File: src/rtl/multicycle_adder_if.sv
// Handshake and operand/result bundle for multicycle_adder.
// The master side offers operands and consumes results.
// The slave side is the adder itself.
interface multicycle_adder_if #(
  parameter int WIDTH = 16
) ();

  // Input handshake and operands
  logic             in_valid;
  logic             in_ready;
  logic [WIDTH-1:0] a;
  logic [WIDTH-1:0] b;
  logic             c_in;
  logic             sub;

  // Output handshake and result
  logic             out_valid;
  logic             out_ready;
  logic [WIDTH-1:0] sum;
  logic             c_out;
  logic             ovf;

  modport master (
    output in_valid,
    input  in_ready,
    output a,
    output b,
    output c_in,
    output sub,
    input  out_valid,
    output out_ready,
    input  sum,
    input  c_out,
    input  ovf
  );

  modport slave (
    input  in_valid,
    output in_ready,
    input  a,
    input  b,
    input  c_in,
    input  sub,
    output out_valid,
    input  out_ready,
    output sum,
    output c_out,
    output ovf
  );

endinterface

File: src/rtl/multicycle_adder.sv
// Multi-cycle adder/subtractor.
// Adds two WIDTH-bit operands CHUNK bits per clock, least significant chunk
// first, with the carry held in a register between chunks. Subtraction is
// done as a + ~b + ~borrow_in, so the same chunk adder serves both. One
// operation is in flight at a time; results are held until consumed.
module multicycle_adder #(
  parameter int WIDTH = 16,
  parameter int CHUNK = 4
) (
  input  logic                clk,
  input  logic                rst_n,
  multicycle_adder_if.slave   bus
);

  localparam int NCHUNK = WIDTH / CHUNK;
  // Counter only needs to reach NCHUNK-1; keep at least one bit.
  localparam int CW     = (NCHUNK > 1) ? $clog2(NCHUNK) : 1;
  localparam logic [CW-1:0] LAST_CHUNK = CW'(NCHUNK - 1);

  typedef enum logic [1:0] {
    IDLE = 2'd0,
    ADD  = 2'd1,
    DONE = 2'd2
  } state_t;

  state_t            state_q;
  state_t            state_d;
  logic [CW-1:0]     cnt_q;
  logic              carry_q;

  // Operands captured at acceptance (B already conditionally inverted)
  logic [WIDTH-1:0]  a_p0;
  logic [WIDTH-1:0]  b_p0;

  logic [WIDTH-1:0]  sum_q;
  logic              c_out_q;
  logic              ovf_q;

  logic              accept;
  logic              release_res;
  logic              last_chunk;

  logic [CHUNK-1:0]  a_chunk;
  logic [CHUNK-1:0]  b_chunk;
  logic [CHUNK:0]    chunk_res;
  logic              carry_into_msb;

  // One chunk of ripple addition: {carry_out, sum} = x + y + ci.
  function automatic logic [CHUNK:0] chunk_add(
    input logic [CHUNK-1:0] x,
    input logic [CHUNK-1:0] y,
    input logic             ci
  );
    return {1'b0, x} + {1'b0, y} + {{CHUNK{1'b0}}, ci};
  endfunction

  // Carry entering the top bit of a chunk, recovered from its sum bit.
  function automatic logic msb_carry_in(
    input logic x_msb,
    input logic y_msb,
    input logic s_msb
  );
    return x_msb ^ y_msb ^ s_msb;
  endfunction

  assign accept      = (state_q == IDLE) && bus.in_valid;
  assign release_res = (state_q == DONE) && bus.out_ready;
  assign last_chunk  = (cnt_q == LAST_CHUNK);

  // Handshake outputs come straight from the state register; in_ready is
  // additionally held low while reset is asserted.
  assign bus.in_ready  = rst_n && (state_q == IDLE);
  assign bus.out_valid = (state_q == DONE);
  assign bus.sum       = sum_q;
  assign bus.c_out     = c_out_q;
  assign bus.ovf       = ovf_q;

  // State register
  always_ff @(posedge clk or negedge rst_n) begin
    if (!rst_n) begin
      state_q <= IDLE;
    end else begin
      state_q <= state_d;
    end
  end

  // Next-state decode
  always_comb begin
    state_d = state_q;
    case (state_q)
      IDLE: begin
        if (accept) begin
          state_d = ADD;
        end
      end
      ADD: begin
        if (last_chunk) begin
          state_d = DONE;
        end
      end
      DONE: begin
        if (release_res) begin
          state_d = IDLE;
        end
      end
      default: begin
        state_d = IDLE;
      end
    endcase
  end

  // Select the current chunk of each operand and add it with the carry
  always_comb begin
    a_chunk        = a_p0[cnt_q*CHUNK +: CHUNK];
    b_chunk        = b_p0[cnt_q*CHUNK +: CHUNK];
    chunk_res      = chunk_add(a_chunk, b_chunk, carry_q);
    carry_into_msb = msb_carry_in(a_chunk[CHUNK-1], b_chunk[CHUNK-1],
                                  chunk_res[CHUNK-1]);
  end

  // ---- stage p0: operand capture on acceptance ----
  // Capture operands on acceptance; later input changes are ignored
  always_ff @(posedge clk) begin
    if (accept) begin
      a_p0 <= bus.a;
      b_p0 <= bus.b ^ {WIDTH{bus.sub}};
    end
  end

  // ---- stage p1: chunk-serial accumulation into the result ----
  // Chunk counter, carry chain and result registers
  always_ff @(posedge clk or negedge rst_n) begin
    if (!rst_n) begin
      cnt_q   <= '0;
      carry_q <= 1'b0;
      sum_q   <= '0;
      c_out_q <= 1'b0;
      ovf_q   <= 1'b0;
    end else begin
      case (state_q)
        IDLE: begin
          if (accept) begin
            cnt_q   <= '0;
            carry_q <= bus.c_in ^ bus.sub;
          end
        end
        ADD: begin
          sum_q[cnt_q*CHUNK +: CHUNK] <= chunk_res[CHUNK-1:0];
          carry_q                     <= chunk_res[CHUNK];
          if (last_chunk) begin
            cnt_q   <= '0;
            c_out_q <= chunk_res[CHUNK];
            ovf_q   <= carry_into_msb ^ chunk_res[CHUNK];
          end else begin
            cnt_q   <= cnt_q + 1'b1;
          end
        end
        default: begin
          // DONE: everything held until the result is taken
        end
      endcase
    end
  end

endmodule

File: src/flat_wrapper.sv
// flat-port wrapper written by rule: the top's interface ports become plain ports
module multicycle_adder_flat 
#(
  parameter int WIDTH = 16,
  parameter int CHUNK = 4
)
  (clk, rst_n, bus_in_valid, bus_in_ready, bus_a, bus_b, bus_c_in, bus_sub, bus_out_valid, bus_out_ready, bus_sum, bus_c_out, bus_ovf);
  multicycle_adder_if #(.WIDTH(WIDTH)) bus_i ();
  input  logic clk;
  input  logic rst_n;
  input wire logic [$bits(bus_i.in_valid)-1:0] bus_in_valid;
  output wire logic [$bits(bus_i.in_ready)-1:0] bus_in_ready;
  input wire logic [$bits(bus_i.a)-1:0] bus_a;
  input wire logic [$bits(bus_i.b)-1:0] bus_b;
  input wire logic [$bits(bus_i.c_in)-1:0] bus_c_in;
  input wire logic [$bits(bus_i.sub)-1:0] bus_sub;
  output wire logic [$bits(bus_i.out_valid)-1:0] bus_out_valid;
  input wire logic [$bits(bus_i.out_ready)-1:0] bus_out_ready;
  output wire logic [$bits(bus_i.sum)-1:0] bus_sum;
  output wire logic [$bits(bus_i.c_out)-1:0] bus_c_out;
  output wire logic [$bits(bus_i.ovf)-1:0] bus_ovf;
  assign bus_i.in_valid = bus_in_valid;
  assign bus_in_ready = bus_i.in_ready;
  assign bus_i.a = bus_a;
  assign bus_i.b = bus_b;
  assign bus_i.c_in = bus_c_in;
  assign bus_i.sub = bus_sub;
  assign bus_out_valid = bus_i.out_valid;
  assign bus_i.out_ready = bus_out_ready;
  assign bus_sum = bus_i.sum;
  assign bus_c_out = bus_i.c_out;
  assign bus_ovf = bus_i.ovf;
  multicycle_adder #(.WIDTH(WIDTH), .CHUNK(CHUNK)) u_core (.clk(clk), .rst_n(rst_n), .bus(bus_i));
endmodule
File: config.mk
export PLATFORM = sky130hd
export DESIGN_NAME = multicycle_adder_flat
export DESIGN_NICKNAME = d
export VERILOG_FILES = /design/src/rtl/multicycle_adder_if.sv /design/src/rtl/multicycle_adder.sv /design/src/flat_wrapper.sv
export SDC_FILE = /design/constraint.sdc
export NUM_CORES = 1
export LEC_CHECK = 0
export BUFFER_PORTS_ARGS = -buffer_cell sky130_fd_sc_hd__buf_2
export CORE_ASPECT_RATIO = 1.5
export CORE_UTILIZATION = 50
export CTS_BUF_LIST = sky130_fd_sc_hd__clkbuf_4 sky130_fd_sc_hd__clkbuf_8
export CTS_CLUSTER_SIZE = 40
export DETAILED_ROUTE_END_ITERATION = 7
export PLACE_DENSITY_LB_ADDON = 0.12
export SYNTH_ARGS = -nofsm -noshare
export SYNTH_HDL_FRONTEND = slang
export SYNTH_SLANG_ARGS = --single-unit
File: constraint.sdc
create_clock -name clk -period 3.4 [get_ports clk]
set_input_delay 0.34 -clock clk [delete_from_list [all_inputs] [get_ports clk]]
set_output_delay 0.34 -clock clk [all_outputs]
set_load 0.01 [all_outputs]
# [Yosys cells after proc, flatten, opt, wreduce, memory -nomap -nowiden]
# Index checks and enable logic that the tools add are counted.
[word_totals] output_inout_bits=20 elab_cells=45 input_bits=38 reg_bits=55
[classes] reduce_logical=8 addsub=4 n_shift=4 n_bitwise=5 muxes=10 eq_ne=6
[ops] operator="negation 4 -> 34 bit" n=1
[ops] operator="variable shift 4 x 34 -> 16 bit, first input constant" n=1
[ops] operator="variable part select 4 x 34 -> 16 bit" n=1
[ops] operator="variable part select 16 x 5 -> 4 bit" n=2
[ops] operator="bitwise mux 16 bit" n=1
[ops] operator="bitwise XOR 16 bit" n=1
[ops] operator="2-to-1 mux 2 bit" n=5
[ops] operator="inequality test 2 x 1 -> 1 bit, second input constant" n=3
[ops] operator="one-hot mux 2 bit (3 select lines)" n=1
[ops] operator="adder 4 x 4 -> 5 bit" n=1
[ops] operator="adder 5 x 1 -> 5 bit" n=1
[ops] operator="equality test 2 bit, second input constant" n=2
[ops] operator="one-hot mux 2 bit (2 select lines)" n=1
[ops] operator="AND reduction 2 bit" n=2
[ops] operator="bitwise XOR 1 bit" n=4
[ops] operator="logical AND 1 bit" n=3
[ops] operator="AND reduction 3 bit" n=1
[ops] operator="adder 2 x 1 -> 2 bit, second input constant" n=1
[ops] operator="equality test 2 x 1 -> 1 bit, second input constant" n=1
[ops] operator="logical NOT 2 bit" n=1
[ops] operator="one-hot mux 1 bit (2 select lines)" n=1
[ops] operator="nonzero test 2 bit" n=1
[ops] operator="2-to-1 mux 1 bit" n=1

# [Depth between registers and ports, before layout]
# Gate-level depths: netlist of run 1.
[depth] word_depth=5 ltp_mapped=8

# [Least setup slack after synthesis of run 1]
# OpenSTA, ideal clock, no wires.
[synth_path] path_type="flip-flop to flip-flop" startpoint="register u_core.cnt_q[0]" endpoint="register u_core.ovf_q (netlist: u_core.bus.ovf)" setup_slack_ns=0.685 stages_incl_launch_ff=9 path_buffers=1 setup_time_ns=0.127 required_time_ns=3.273 arrival_time_ns=2.587 cell_sequence="dfrtp_1 > buf_4 > mux4_2 > fa_1 > fa_1 > a21o_1 > a21oi_2 > xnor2_1 > o21ai_0"
[synth_via] elab_chain_len=5 elab_cells_between_ends=9 cone_classes="add/sub: 2; eq/ne: 1; shift: 2; bitwise: 3; reduce/logical: 1"
[synth_rtl] item="start: declaration" line="multicycle_adder.sv:28" text="logic [CW-1:0] cnt_q;"
[synth_rtl] item="start signal: assignment" line="multicycle_adder.sv:155" text="cnt_q <= cnt_q + 1'b1;"
[synth_rtl] item="variable part select 16 x 5 -> 4 bit, on equally long branches" line="multicycle_adder.sv:114, multicycle_adder.sv:115"
[synth_rtl] item="adder 4 x 4 -> 5 bit" line="multicycle_adder.sv:54" text="return {1'b0, x} + {1'b0, y} + {{CHUNK{1'b0}}, ci};"
[synth_rtl] item="adder 5 x 1 -> 5 bit" line="multicycle_adder.sv:54"
[synth_rtl] item="bitwise XOR 1 bit" line="multicycle_adder.sv:63" text="return x_msb ^ y_msb ^ s_msb;"
[synth_rtl] item="bitwise XOR 1 bit" line="multicycle_adder.sv:153" text="ovf_q <= carry_into_msb ^ chunk_res[CHUNK];"
[synth_rtl] item="end signal: assignment" line="multicycle_adder.sv:153"
[synth_rtl] item="end: declaration" line="multicycle_adder.sv:37" text="logic ovf_q;"
# Several ways; a longest one is shown, not always the timed one.
# A chain may end at the register's enable or synchronous reset.

# [Worst setup path after layout of run 1]
# Same ends and word-level chain as after synthesis.

==> impl_results.md, run 1 <==
* Status: finished with violations
* CP max FO at 5
* MaxCap Viol Count at 0
* I/O pins at 58
* WS Path Type: reg -> reg
* Lkg Pwr at approximately 0.0013 uW
* Starting density of the core at 51.48%
* Detailed-route vias per instance at around 5.2
* Internal Power at between 1500 and 2000 uW
* Layout fillers at approximately 400
* Synth Cell Area at ~2500 sq um
* Drt wl/cell at ~15 microns
* Crit path launch type: flip-flop
* Final hold violations at 3
* Root Buffer: clkbuf_8
* Post-Route WL at around 4300 microns
* Gate Count Post-Synth at approximately 160
* CTS tree: done
* Clk_skew at approximately 0.0038 ns
* Net Count, Synth at 205
* Critical path arrival at between 2 and 3 ns
* Distinct cells, synth at 30
* Total power at about 2600 uW
* WP data required at 3.59 ns
* Antenna violations before repair at 0
* Total gr overflow at 0
* Row cnt at 31
* Hold Path Class: in -> async
* Post-Layout Cell Count at between 200 and 300
* Synth async-reset ratio at around two fifths
* Pin slew with the least headroom to its limit at roughly 0.9 ns
* Final Cell Area at between 2000 and 3000 sq um
* Inst Count DP at between 200 and 300
* Maximum clock frequency at roughly 380 MHz
* Placed cell areas at about 2800 sq um
* Hold Buf Count CTS at 0
* Switching share of power at approximately two fifths
* Area Growth Syn to Fin at 17.84%
* Tmin final at between 2 and 3 ns
* Synth Warn # at 0
* Sequential element share of the synthesized area at 62.05%
* Setup bufs post-CTS at 0
* Num CTS Buffers at 5
* Final HPWL from detailed placement at around 3300 microns
* Initial DRC count at 90
* RSZ-0062 raised after global routing: no
* First-pass DRT Iterations at 4
* Peak VDD IR at approximately 0.36 mV
* Layout cells sized above 1 at a little under two fifths
* Vias in the first global route at 1500
* #FFs+latches synth at 55
* Count of final setup violators at 0
* Total GRT Usage at 18.28%
* Clock Power Share at roughly 14%
* TritonCTS Sinks at 55
* FF/Latch Area at 1536 sq um
* CTS clk-pin slew, worst paths at about 0.090 ns
* Switching power at roughly 1000 uW
* Post-cts resize count at 0
* Final RePlAce weighted congestion at between 0.7 and 0.8
* Die W at 59.46 microns
* Slew margin rel. at 39.27%
* Synth Flop Type: edfxtp_1
* H-tree lvl count at 2
* Sequential cell fraction of total power at 39.4%
* First-pass GRT wire length at 6858 microns
* Avg Cell Area, Syn at around 16 sq um
* Port Buffers at 57
* Net count reported at finish at 266
* Via count at 1469
* Most common cell after layout, fill and taps aside: buf_2
* Die height at 88.19 microns
* Clock Tree Buf Depth at 2
* # DRC at 0
* Die Area at ~5200 sq um
* Fin crit share at 77.54%
* Max Slew Vio Count at 0
* Hold WS at -0.001548 ns
* Diode count at 0
* Crit. End Element: flip-flop
* Most frequent cells in the layout: buf_2, edfxtp_1, dfrtp_1
* Failing checks: negative hold slack
* Largest net degree at the start of global routing at 26
* Setup tns final at 0 ns
* Post-synth EDFFs at 32
* Std-Cell Core Area at roughly 4800 sq um
* Worst-Skew Late Latency at 0.30 ns
* Final ANT Viol Nets at 0
* Pwr Density at approximately 900 nW/um^2
* Area of the multi-input gates at between 800 and 900 sq um
* Gate power share at a little under half
## power groups by stage
stage	Sequential, uW	Clock (uW)	Combinational (uW)
after floorplan	1030	0	876
after global placement	1020	0	1170
after detailed placement	1040	0	1210
after CTS	1020	375	1210
after global routing	1040	400	1310
final	1020	368	1200
## kinds of logic after synthesis
logic type | Yosys count | share of synthesized area, %
flops | 55 | 62.05
compound gates | 27 | 8.590
simple gates | 25 | 6.771
xor+xnor | 20 | 7.074
fa+ha+maj | 11 | 6.165
buf+inv | 10 | 2.072
mux | 8 | 7.276
## Yosys cell counts (all sizes together) (2+ instances only)
cell,n,area [sq um]
nor2,3,11.26
a21oi,2,17.52
nand2,10,45.04
mux4,8,180.2
o31ai,2,15.01
nand2b,2,12.51
o21ai,5,25.02
dfrtp,23,575.6
a22o,15,131.4
a21o,2,15.01
buf,4,28.78
xor2,17,148.9
edfxtp,32,960.9
fa,2,40.04
ha,9,112.6
nand3,3,15.01
xnor2,3,26.28
inv,5,18.77
## stage by stage
step | util [%] | setup WS (ns)
after detailed placement | 58.77 | 0.7456
after floorplan | - | 0.6852
final | 60.67 | 0.7638
after global routing | 60.67 | 0.5833
after global placement | 58.77 | 0.8136
after CTS | 60.67 | 0.7309
## layout make-up
| type | instances | share of cell area [%] |
|---|---|---|
| Multi-Input combinational cell | 91 | 30.45 |
| Tap cell | 66 | 2.830 |
| Clock buffer | 8 | 3.130 |
| Timing Repair Buffer | 59 | 10.29 |
| Sequential cell | 55 | 52.66 |
| Inverter | 5 | 0.6432 |
## flip-flops by register name, summed over array words and instances, names as in the netlist
signal,cells
u_core.carry_q,1
u_core.a_p0,16
u_core.bus.sum,16
u_core.bus.c_out,1
u_core.b_p0,16
u_core.state_q,2
u_core.bus.ovf,1
u_core.cnt_q,2
## metal layers
metal,up-vias,wire length (microns),global-route usage (%)
met5,-,0,0
met4,0,89,9.307
met3,6,154,3.988
met2,47,2418,32.07
met1,716,1657,20.35
li1,700,-,-
## path summary, 6_finish.rpt
check	slack, ns	depth (start not counted)	endpoint	startpoint
hold reg to reg	0.48	2	u_core.bus.c_out	u_core.bus.c_out
max in group asynchronous	3.05	1	u_core.cnt_q[1]	rst_n
min in group clk	0.21	1	u_core.a_p0[15]	bus_a[15]
hold / removal	-0.002	1	u_core.bus.c_out	rst_n
setup reg to reg	0.76	7	u_core.bus.ovf	u_core.cnt_q[0]
setup / recovery	0.76	7	u_core.bus.ovf	u_core.cnt_q[0]
## worst max-delay path: stages (launching register included)
cell and delay (ns):
dfrtp_1 0.50, mux4_2 0.56, fa_1 0.44, fa_1 0.41, a21o_1 0.19, a21oi_2 0.19
xnor2_1 0.14, o21ai_0 0.09
No activity file was read; power rests on OpenSTA's default activity.
==> run 2, diff against run 1 <==
- clock period: 3.4 -> 2.15 ns (I/O delays scaled with it)
==> run 2 against run 1 <==
Against the previous run: first-iteration DRC count decreased by 20%; clock skew is 0.00073 ns higher; critical path type unchanged; register-to-register slack worse by 0.97 ns; the flow finishes with violations (negative setup slack); total power up 81%; sequential power is 55% higher; largest cell class unchanged; die area unchanged; routed wire length increased by 4.0%.
==> impl_results.md, run 2 (same netlist as run 1, synthesis figures left out) <==
* Status: finished with violations
* Failing checks: negative setup slack
* Detailed-route vias per instance at slightly above 5
* Final Cell Area at approximately 3100 sq um
* Area Growth Syn to Fin at 25.52%
* Root Buffer: clkbuf_8
* Most frequent cells in the layout: buf_2, edfxtp_1, dfrtp_1
* Starting density of the core at 51.48%
* Clk_skew at between 0.004 and 0.005 ns
* CTS clk-pin slew, worst paths at 0.09 ns
* Area of the multi-input gates at 953.4 sq um
* Lkg Pwr at between 0.001 and 0.0015 uW
* Die Area at between 5000 and 6000 sq um
* FF/Latch Area at approximately 1500 sq um
* Crit path launch type: flip-flop
* Initial DRC count at 72
* Antenna violations before repair at 0
* First-pass GRT wire length at around 7400 microns
* Final ANT Viol Nets at 0
* Largest net degree at the start of global routing at 34
* Hold Path Class: in -> reg
* Slew margin rel. at approximately 70%
* I/O pins at 58
* CTS tree: done
* TritonCTS Sinks at between 50 and 60
* Layout fillers at just under 400
* WP data required at around 2.4 ns
* Max Slew Vio Count at 0
* Total GRT Usage at roughly a fifth
* Peak VDD IR at 0.6578 mV
* Post-Layout Cell Count at just under 300
* Critical path arrival at roughly 2.6 ns
* Crit. End Element: flip-flop
* Pwr Density at 1507 nW/um^2
* Final hold violations at 0
* Diode count at 0
* Std-Cell Core Area at 4810 sq um
* Fin crit share at 109.4%
* Via count at around 1500
* H-tree lvl count at 2
* Net count reported at finish at ~280
* Drt wl/cell at ~15 microns
* Pin slew with the least headroom to its limit at approximately 0.44 ns
* RSZ-0062 raised after global routing: yes
* Hold WS at 0.07168 ns
* # DRC at 0
* Placed cell areas at slightly below 3000 sq um
* CP max FO at 3
* Most common cell after layout, fill and taps aside: buf_2
* Vias in the first global route at 1531
* Post-Route WL at ~4500 microns
* Inst Count DP at roughly 280
* Total gr overflow at 0
* Clock Tree Buf Depth at 2
* Maximum clock frequency at about 430 MHz
* Count of final setup violators at 11
* Layout cells sized above 1 at about 45%
* WS Path Type: reg -> reg
* First-pass DRT Iterations at 4
* Setup tns final at -1.776 ns
* Die height at just under 90 microns
* MaxCap Viol Count at 0
* Worst-Skew Late Latency at 0.31 ns
* Final HPWL from detailed placement at 3400 microns
* Die W at 59.46 microns
* Final RePlAce weighted congestion at 0.8655
* Tmin final at between 2 and 2.5 ns
* Row cnt at 31
* Port Buffers at between 50 and 60
* Placement Setup Slack at -0.2216 ns
* Num CTS Buffers at 5
* Worst Setup Slack, final at -0.2016 ns
[run 2: changes by cell type in the layout (fill, tap and decap cells not counted), sizes merged]
| cell | change |
|---|---|
| clkbuf | -3 |
| inv | -1 |
| clkinv | +1 |
| buf | +12 |
| bufinv | +1 |
| clkinvlp | +2 |
| dlygate4sd3 | +1 |
[run 2: report_power, final]
part           internal (uW)  total [uW]  leakage [uW]  switching [uW]
Combinational           1130        2440      0.000708            1310
Clock                    340         663     0.0000517             323
Sequential              1440        1580      0.000604             141
[run 2: cell type report]
cell class / instances / area share, %
repair buffers: 72 / 13.00
clock inverters: 3 / 1.248
clock buffers: 5 / 2.214
flip-flops and latches: 55 / 49.48
well taps: 66 / 2.657
multi-input cells: 91 / 30.68
inverters: 5 / 0.7246
[run 2: path summary, 6_finish.rpt]
| check | slack (ns) | cells past startpoint | endpoint | start |
|---|---|---|---|---|
| max in group asynchronous | 1.49 | 3 | u_core.cnt_q[0] | rst_n |
| min in group asynchronous | 0.41 | 3 | u_core.state_q[1] | rst_n |
| worst max register to register | -0.20 | 7 | u_core.bus.ovf | u_core.cnt_q[0] |
| worst min-delay path | 0.07 | 1 | u_core.a_p0[10] | bus_a[10] |
| worst max-delay path | -0.20 | 7 | u_core.bus.ovf | u_core.cnt_q[0] |
| worst min register to register | 0.49 | 2 | u_core.bus.c_out | u_core.bus.c_out |
[run 2: metrics by stage]
| step | util, % | total power, uW |
|---|---|---|
| after detailed placement | 60.15 | 3804 |
| final | 64.62 | 4684 |
| after floorplan | - | 3101 |
| after global placement | 60.15 | 3733 |
| after global routing | 64.62 | 4996 |
| after CTS | 63.84 | 4652 |
[run 2: critical path, stage by stage (launching register included)]
cell and delay [ns]:
dfrtp_2 0.41, mux4_2 0.52, fa_2 0.39, fa_2 0.36, a21o_1 0.17, a21oi_2 0.18, xnor2_1 0.14, o21ai_1 0.07
[run 2: per-layer routing]
layer	vias to the layer above	GRT usage (%)	wire, microns	part of all wire [%]
met5	-	0	0	0
met4	0	8.874	91	2.0
met3	9	3.545	148	3.3
met2	40	35.14	2558	57
met1	744	22.31	1694	38
li1	726	-	-	-
[run 2: what timing repair did]
action / 4_1_cts / 5_1_grt
resized for setup: 8 / 6
hold buffers: 1 / 0
hold endpoints to repair: 23 / 0
gates cloned: 0 / 0
setup buffers: 4 / 2
endpoints found under the setup margin: 11 / 19
pin swaps: 3 / 5
==> run 3, diff against run 2 <==
- SETUP_SLACK_MARGIN: not set -> 0.3
==> run 3 against run 2 <==
Against the previous run: the run still ends with negative setup slack left; non-clock buffer count shrank 2; clock power rose by 22%; sequential power about the same; critical path depth stayed put; hold slack worse by 0.0019 ns; sequential cell count did not move; highest routed layer unchanged.
==> impl_results.md, run 3 (same netlist as run 1, synthesis figures left out) <==
* Layout cells sized above 1 at approximately 45%
* Worst Setup Slack, final at -0.2358 ns
* Status: finished with violations
* Post-Route WL at around 4600 microns
* Crit. End Element: flip-flop
* Pwr Density at about 1500 nW/um^2
* Worst-Skew Late Latency at just over 0.3 ns
* Via count at 1521
* Inst Count DP at approximately 280
* # DRC at 0
* Die height at roughly 88 microns
* H-tree lvl count at 2
* R2r setup slk at -0.24 ns
* Diode count at 0
* Row cnt at 31
* GR Util met1 at about a fifth
* First-pass DRT Iterations at 4
* Final RePlAce weighted congestion at about 0.87
* Reg-to-reg startpoint: u_core.cnt_q[0]
* Clock Tree Buf Depth at 2
* Die Area at 5243 sq um
* Net count reported at finish at roughly 280
* WS Path Type: reg -> reg
* Layout fillers at slightly below 400
* Hold EP: u_core.a_p0[3]
* Most common cell after layout, fill and taps aside: buf_2
* Slowest Stage Delay on Critical Path at 0.54 ns
* Crit path launch type: flip-flop
* Peak VDD IR at around 0.74 mV
* CP max stage cell: mux4_2
* Final Cell Area at approximately 3100 sq um
* Fin crit share at 111.0%
* WP buf/inv at 0
* Antenna violations before repair at 0
* Total gr overflow at 0
* Count of final setup violators at 14
* Std-Cell Core Area at just under 5000 sq um
* Met2 GRT Util at around 36%
* RSZ-0062 raised after global routing: yes
* Hold Crit Depth at 1
* Critical path depth at 7
* Max Slew Vio Count at 0
* Vias in the first global route at 1600
* Tmin final at 2.386 ns
* TritonCTS Sinks at 55
* Final ANT Viol Nets at 0
* Setup tns final at -1.923 ns
* Failing checks: negative setup slack
* WP data required at 2.36 ns
* MaxCap Viol Count at 0
* Most frequent cells in the layout: buf_2, edfxtp_1, dfrtp_1
* Pin slew with the least headroom to its limit at approximately 0.44 ns
* Maximum clock frequency at roughly 420 MHz
* Hold Path Class: in -> reg
* CP most frequent cell: fa_2
* Final Util at roughly 65%
* Final hold violations at 0
* Critical path, cell by cell: mux4_2 > fa_2 > fa_2 > a21o_1 > a21oi_4 > xnor2_1 > o21ai_1
* Final HPWL from detailed placement at 3467 microns
* Hold Path Origin: bus_a[3]
* Num CTS Buffers at 5
* Critical path's top delay family: adder cells
* Busiest grt layer: met2
* Placed cell areas at 2893 sq um
* Global routing usage on met3 at 3.693%
* FF-to-FF End: u_core.bus.ovf
* CTS clk-pin slew, worst paths at 0.10 ns
* Lkg Pwr at 0.001372 uW
* Critical path arrival at between 2 and 3 ns
* CTS tree: done
* Slew margin rel. at roughly 70%
* Detailed-route vias per instance at just over 5
* Port Buffers at between 50 and 60
* Drt wl/cell at 15.57 microns
* Root Buffer: clkbuf_8
* Largest net degree at the start of global routing at 34
* Post-Layout Cell Count at a little under 300
* First-pass GRT wire length at approximately 7300 microns
* Starting density of the core at between 50% and 60%
* Clk_skew at 0.009632 ns
* Area Growth Syn to Fin at 26.23%
* Hold WS at 0.06982 ns
* Total GRT Usage at roughly 20%
* Die W at a little under 60 microns
* Worst r2r path cells at 7
* I/O pins at between 50 and 60
* Initial DRC count at between 50 and 60
* CP max FO at 4
==> run 3: cell count changes in the layout (fill, tap and decap cells not counted), sizes merged <==
cell and delta:
buf -2, clkinv -1, bufinv +1
==> run 3: worst max path at each step <==
stage,startpoint,end,slack [ns]
CTS,u_core.cnt_q[0],u_core.bus.ovf,-0.24
detailed placement,u_core.cnt_q[0],u_core.bus.ovf,-0.24
global placement,u_core.cnt_q[0],u_core.bus.ovf,-0.17
floorplan,u_core.cnt_q[0],u_core.bus.ovf,-0.33
finish,u_core.cnt_q[0],u_core.bus.ovf,-0.24
global route,u_core.cnt_q[0],u_core.bus.ovf,-0.33
==> run 3: metrics by stage <==
| step | worst slack (ns) | total power, uW |
|---|---|---|
| 2_1_floorplan | -0.3320 | 3104 |
| 3_3_place_gp | -0.1742 | 3737 |
| 3_5_place_dp | -0.2394 | 3826 |
| 4_1_cts | -0.2428 | 4760 |
| 5_1_grt | -0.3268 | 5105 |
| 6_report | -0.2358 | 4815 |
==> run 3: power by group <==
part | internal, uW | total [uW] | leakage (uW) | switching (uW)
Combinational | 1120 | 2430 | 0.000704 | 1320
Sequential | 1440 | 1570 | 0.000604 | 136
Clock | 464 | 807 | 0.0000644 | 343
Total | 3020 | 4810 | 0.00137 | 1800
==> run 3: what timing repair did <==
action | 4_1_cts | 5_1_grt
resized for setup | 9 | 5
hold buffers | 1 | 0
pin swaps | 4 | 6
setup buffers | 2 | 1
endpoints found under the hold margin | 23 | 0
endpoints found under the setup margin | 19 | 19
==> run 3: cell type report <==
class	count	area, sq um	area share [%]
flip-flops and latches	55	1538	49.20
multi-input cells	91	957.2	30.62
repair buffers	70	389.1	12.45
well taps	66	82.58	2.642
clock buffers	5	68.82	2.202
clock inverters	3	67.56	2.162
inverters	5	22.52	0.7206
==> run 3: per-layer routing <==
layer | vias to the layer above | share of wire [%]
met5 | - | 0
met4 | 0 | 2.7
li1 | 722 | -
met2 | 48 | 57
met3 | 12 | 3.7
met1 | 739 | 37
==> run 3: worst reg2reg max path, cell delays in order (launching register included) <==
cell and delay (ns):
dfrtp_2 0.43, mux4_2 0.54, fa_2 0.39, fa_2 0.36, a21o_1 0.19, a21oi_4 0.17, xnor2_1 0.14, o21ai_1 0.07
